==> src/rtl/seq_detect_param.sv <==
// seq_detect_param: parametrised serial bit-sequence detector.
//
// Shifts a 1-bit serial stream into a PATTERN_W-bit history and flags when the
// most recent PATTERN_W bits equal a runtime-reloadable pattern (MSB = first
// bit received). Supports overlapping or non-overlapping matches and a
// registered (Moore) or combinational (Mealy) match output.
//
// Optional feature: define SEQDET_MASK_EN to add a per-bit compare mask
// (mask_in port plus mask register, reset to all ones, loaded with the
// pattern). Mask bits at 0 are don't-care positions.
//
// Ports:
//   CLK        in   1          clock, rising edge
//   RESET      in   1          asynchronous active-low reset
//   x          in   1          serial data bit, sampled when en=1
//   en         in   1          bit-valid qualifier; en=0 freezes state
//   load       in   1          load pat_in (priority over en); clears state
//   pat_in     in   PATTERN_W  new pattern, MSB first-received
//   mask_in    in   PATTERN_W  compare mask (SEQDET_MASK_EN only)
//   y          out  1          match indication (Moore pulse or Mealy comb)
//   match_cnt  out  CNT_W      saturating match counter
//   busy_cnt   out  5          bits currently held in history

module seq_detect_param #(
    parameter int unsigned          PATTERN_W = 4,
    parameter logic [PATTERN_W-1:0] PATTERN   = 4'b1101,
    parameter bit                   OVERLAP   = 1'b1,
    parameter bit                   MEALY     = 1'b0,
    parameter int unsigned          CNT_W     = 8
) (
    input  logic                 CLK,
    input  logic                 RESET,
    input  logic                 x,
    input  logic                 en,
    input  logic                 load,
    input  logic [PATTERN_W-1:0] pat_in,
`ifdef SEQDET_MASK_EN
    input  logic [PATTERN_W-1:0] mask_in,
`endif
    output logic                 y,
    output logic [CNT_W-1:0]     match_cnt,
    output logic [4:0]           busy_cnt
);

    localparam int unsigned FILL_W = 5;
    localparam logic [FILL_W-1:0] FILL_FULL = FILL_W'(PATTERN_W);
    localparam logic [CNT_W-1:0]  CNT_MAX   = {CNT_W{1'b1}};

    logic [PATTERN_W-1:0] pat_q,  pat_d;
    logic [PATTERN_W-1:0] hist_q, hist_d;
    logic [FILL_W-1:0]    fill_q, fill_d;
    logic [CNT_W-1:0]     cnt_q,  cnt_d;
    logic                 y_q,    y_d;

    logic [PATTERN_W-1:0] mask_c;
    logic [PATTERN_W-1:0] hist_next_c;
    logic [FILL_W-1:0]    fill_next_c;
    logic                 match_c;
    logic                 hit_c;

`ifdef SEQDET_MASK_EN
    logic [PATTERN_W-1:0] mask_q, mask_d;

    // Mask register follows the pattern register: reset to all-compare, reload on load.
    always_comb begin
        mask_d = mask_q;
        if (load) begin
            mask_d = mask_in;
        end
    end

    always_ff @(posedge CLK or negedge RESET) begin
        if (!RESET) begin
            mask_q <= '1;
        end else begin
            mask_q <= mask_d;
        end
    end

    assign mask_c = mask_q;
`else
    assign mask_c = '1;
`endif

    // Candidate history/fill if the current bit were consumed.
    assign hist_next_c = {hist_q[PATTERN_W-2:0], x};
    assign fill_next_c = (fill_q == FILL_FULL) ? fill_q : fill_q + FILL_W'(1);

    assign match_c = (((hist_next_c ^ pat_q) & mask_c) == '0) && (fill_next_c == FILL_FULL);

    // A bit presented together with load is discarded, so it can never match.
    assign hit_c = en & ~load & match_c;

    // Next-state logic for pattern, history, fill, counter and Moore output.
    always_comb begin
        pat_d  = pat_q;
        hist_d = hist_q;
        fill_d = fill_q;
        cnt_d  = cnt_q;
        y_d    = 1'b0;
        if (load) begin
            pat_d  = pat_in;
            hist_d = '0;
            fill_d = '0;
            cnt_d  = '0;
        end else if (en) begin
            hist_d = hist_next_c;
            fill_d = fill_next_c;
            y_d    = hit_c;
            if (hit_c) begin
                // Non-overlap: next match must be built from PATTERN_W fresh bits.
                if (!OVERLAP) begin
                    fill_d = '0;
                end
                if (cnt_q != CNT_MAX) begin
                    cnt_d = cnt_q + CNT_W'(1);
                end
            end
        end
    end

    // State registers.
    always_ff @(posedge CLK or negedge RESET) begin
        if (!RESET) begin
            pat_q  <= PATTERN;
            hist_q <= '0;
            fill_q <= '0;
            cnt_q  <= '0;
            y_q    <= 1'b0;
        end else begin
            pat_q  <= pat_d;
            hist_q <= hist_d;
            fill_q <= fill_d;
            cnt_q  <= cnt_d;
            y_q    <= y_d;
        end
    end

    assign y         = MEALY ? hit_c : y_q;
    assign match_cnt = cnt_q;
    assign busy_cnt  = fill_q;

endmodule

==> config.mk <==
export PLATFORM = sky130hd
export DESIGN_NAME = seq_detect_param
export DESIGN_NICKNAME = d
export VERILOG_FILES = /design/src/rtl/seq_detect_param.sv
export SDC_FILE = /design/constraint.sdc
export NUM_CORES = 1
export LEC_CHECK = 0
export BUFFER_PORTS_ARGS = -buffer_cell sky130_fd_sc_hd__buf_2
export CORE_MARGIN = 2
export CORE_UTILIZATION = 48
export DETAILED_ROUTE_END_ITERATION = 8
export PLACE_DENSITY = 0.72
export SLEW_MARGIN = 15
export SYNTH_ARGS = -nofsm -noshare
export SYNTH_HDL_FRONTEND = slang
export SYNTH_SLANG_ARGS = --single-unit
==> constraint.sdc <==
create_clock -name CLK -period 2.1 [get_ports CLK]
set_input_delay 0.21 -clock CLK [delete_from_list [all_inputs] [get_ports CLK]]
set_output_delay 0.21 -clock CLK [all_outputs]
set_load 0.02 [all_outputs]
==> impl_metrics.toml <==
[outcome]
status = "complete, but fails checks"
violations = "negative setup slack"

[timing]
worst_slew_pin_slew_ps = 475.8
finalHoldViolCount = 0
timing.fmax_mhz = 446.7
fin_crit_sh = 1.066
hold_ws_ps = 127.4
slew_viol_final = 0
period_needed_ps = 2238
fin_ws_ps = -138.4
finalSetupViolCount = 8
slew_headroom = 0.6828
finalSetupTns_ps = -788.6
rsz0062_at_grt = "true"
skew_ps = 6.445

[cts]
cts-root-buf = "clkbuf_4"
cts.path.max_buffers = 2
clk_latency_ps = 310
cts_max_level = 1
clk_pin_slew_ps = 120
cts_tree = "built"
cts.sinks = 21
cts_buffers = 3

[route]
drt_iter0_markers = 31
drt_wl_total_um = 2976
vias = 1124
drt-wirelength-per-cell_um = 15.50
via_per_inst = 5.854
route.detailed.drc = 0
dr.pass1.iters = 4
ant_nets = 0

[layout]
final_util = 0.7312
n_antenna_cell = 0
drive_gt1_frac = 0.5061
fill_cells = 169
area_delta_synth_final_pct = 40.89
nets = 177
stdcell_area_sq_um = 1664

[floorplan]
coreArea_sq_um = 2276
row_count = 17
num_io_pins = 23
die_x_um = 53.61
start_util = 0.5190
die_area_sq_um = 2874
die_h_um = 53.61

[synthesis]
synth_area_sq_um = 1181
synth_compound_area_frac = 0.1197
ys_types = 29
syn-num-nets = 128
synth_top_family_by_area = "simple AND/OR/NAND/NOR gates"
ys_seq_elements = 21
synth_mux_area_frac = 0.08051
synth_xor_area_frac = 0.05932
seq_area_frac_synth = 0.4481
yosys_warnings = 0
postSynthCellCount = 116
synth_simple_gate_area_share = 0.2193
syn_area_per_cell_sq_um = 10.18
yosys.area_share.adder = 0.03178

[power]
switchingPower_mw = 0.2344
leakagePower_nw = 0.7430
clock_power_share = 0.243
peakVddDrop_uv = 389.6
seqPwrFrac = 0.537
swShare = 0.2875
powerDensity_nw_per_um2 = 490.0
p_int_mw = 0.5810
finalPower_mw = 0.8153
combPwrFrac = 0.220

[worst_setup_path]
slowest_delay_ps = 510
cp_num_buf_inv = 1
crit_type = "reg -> reg"
critPathSlowestCell = "or4_4"
crit_required_ps = 2350
start_kind = "register"
crit_fanout = 6
end_kind = "register"
cp_data_arrival_time_ps = 2490
crit_family = "simple AND/OR/NAND/NOR gates"
path_cells = "inv_2 > ha_4 > nand4bb_4 > mux2i_4 > a2111o_1 > or4_4 > a21oi_2"

[global_routing]
grt_max_degree = 22
grt_use_total = 0.2467
grt_pass1_wl_um = 5043
grt_overflow = 0
grt_pass1_vias = 1112
grt_antenna_before_repair = 0

[placed_design]
dpl.hpwl_um = 1814
io_buffers = 22
postPlaceCellArea_sq_um = 1459
gp_congestion = 0.7525

[job]
maxCapViolations = 0

[min_path]
hold_path_class = "in -> reg"
-- power groups by stage --
| stage | Combinational [mW] | Clock [mW] | Sequential, mW |
|---|---|---|---|
| 2_1_floorplan | 0.0806 | 0 | 0.452 |
| 3_3_place_gp | 0.144 | 0 | 0.445 |
| 3_5_place_dp | 0.148 | 0 | 0.445 |
| 4_1_cts | 0.171 | 0.203 | 0.440 |
| 5_1_grt | 0.196 | 0.213 | 0.441 |
| 6_report | 0.179 | 0.198 | 0.438 |
-- kinds of logic after synthesis --
kind of cell             count (synthesis)
XOR/XNOR                                 8
multiplexers                             9
adder cells (fa/ha/maj)                  3
flip-flops                              21
AO/OA/AOI/OAI                           21
AND/OR/NAND/NOR                         45
buffers and inverters                    9
-- final timing paths --
check,startpoint,endpoint,slack (ps),cells after the start
max in group asynchronous,RESET,pat_q[2],1370,2
max,busy_cnt[1],match_cnt[5],-140,7
min in group asynchronous,RESET,match_cnt[6],370,2
max reg2reg,busy_cnt[1],match_cnt[5],-140,7
min reg2reg,pat_q[1],pat_q[1],550,1
min,pat_in[1],pat_q[1],130,2
-- cell usage after synthesis (all sizes together) --
| master | n | area (sq um) |
|---|---|---|
| mux2i | 5 | 50.05 |
| mux2 | 4 | 45.04 |
| a2111o | 1 | 11.26 |
| nor2 | 7 | 26.28 |
| xor2 | 5 | 43.79 |
| and3 | 3 | 18.77 |
| nand4bb | 1 | 16.27 |
| dfstp | 3 | 78.83 |
| buf | 3 | 26.27 |
| a211oi | 1 | 7.510 |
| nand2 | 9 | 36.29 |
| nand2b | 2 | 12.51 |
| clkbuf | 2 | 7.510 |
| a21oi | 11 | 55.05 |
| nand4 | 3 | 18.77 |
| nor3 | 4 | 20.02 |
| ha | 3 | 37.54 |
| inv | 4 | 15.01 |
| dfrtp | 18 | 450.4 |
| o31ai | 7 | 52.55 |
| or4 | 7 | 52.55 |
| nor2b | 2 | 12.51 |
| nand3 | 4 | 20.02 |
| xnor2 | 3 | 26.28 |
| and4 | 2 | 17.52 |
| a2111oi | 1 | 15.01 |
| nor3b | 1 | 7.510 |
-- layout make-up --
cell class	count	area, sq um	area share
timing repair buffer	48	311.5	0.1872
sequential	21	531.8	0.3195
tap	28	35.03	0.02105
clock inverter	1	5.005	0.003008
inverter	4	15.01	0.009023
clock buffer	3	22.52	0.01353
multi-input combinational	87	743.2	0.4466
-- layout by cell type, fill, tap and decap left out, types with 5 or more instances in the layout --
master	instances
a21oi_1	6
o31ai_1	5
a21oi_2	5
xor2_1	5
or4_4	5
buf_4	24
dfrtp_1	16
nor2_1	7
nand2_1	8
buf_2	22
-- metal layers --
layer / track usage / share of wire
met3: 0.03056 / 0.075
met1: 0.3231 / 0.42
met4: 0.1068 / 0.015
met5: 0 / 0
met2: 0.4115 / 0.49
-- registers in the layout, indices dropped and copies added, names as in the netlist --
| register | flops |
|---|---|
| pat_q | 4 |
| match_cnt | 8 |
| busy_cnt | 5 |
| y | 1 |
| hist_q | 3 |
-- metrics by stage --
step,std cells,worst slack (ps)
3_3_place_gp,178,-63.89
5_1_grt,192,-262.0
6_report,192,-138.4
3_5_place_dp,178,-152.2
2_1_floorplan,116,-100.3
4_1_cts,190,-72.57
-- timing repair --
action                                  4_1_cts  5_1_grt
buffers inserted                              6        2
hold buffers                                  1        0
hold endpoints to repair                     18        0
gates cloned                                  1        0
pin swaps                                     9        5
endpoints found under the setup margin        8        8
resized for setup                            12        9
(Power assumes the default switching activity.)
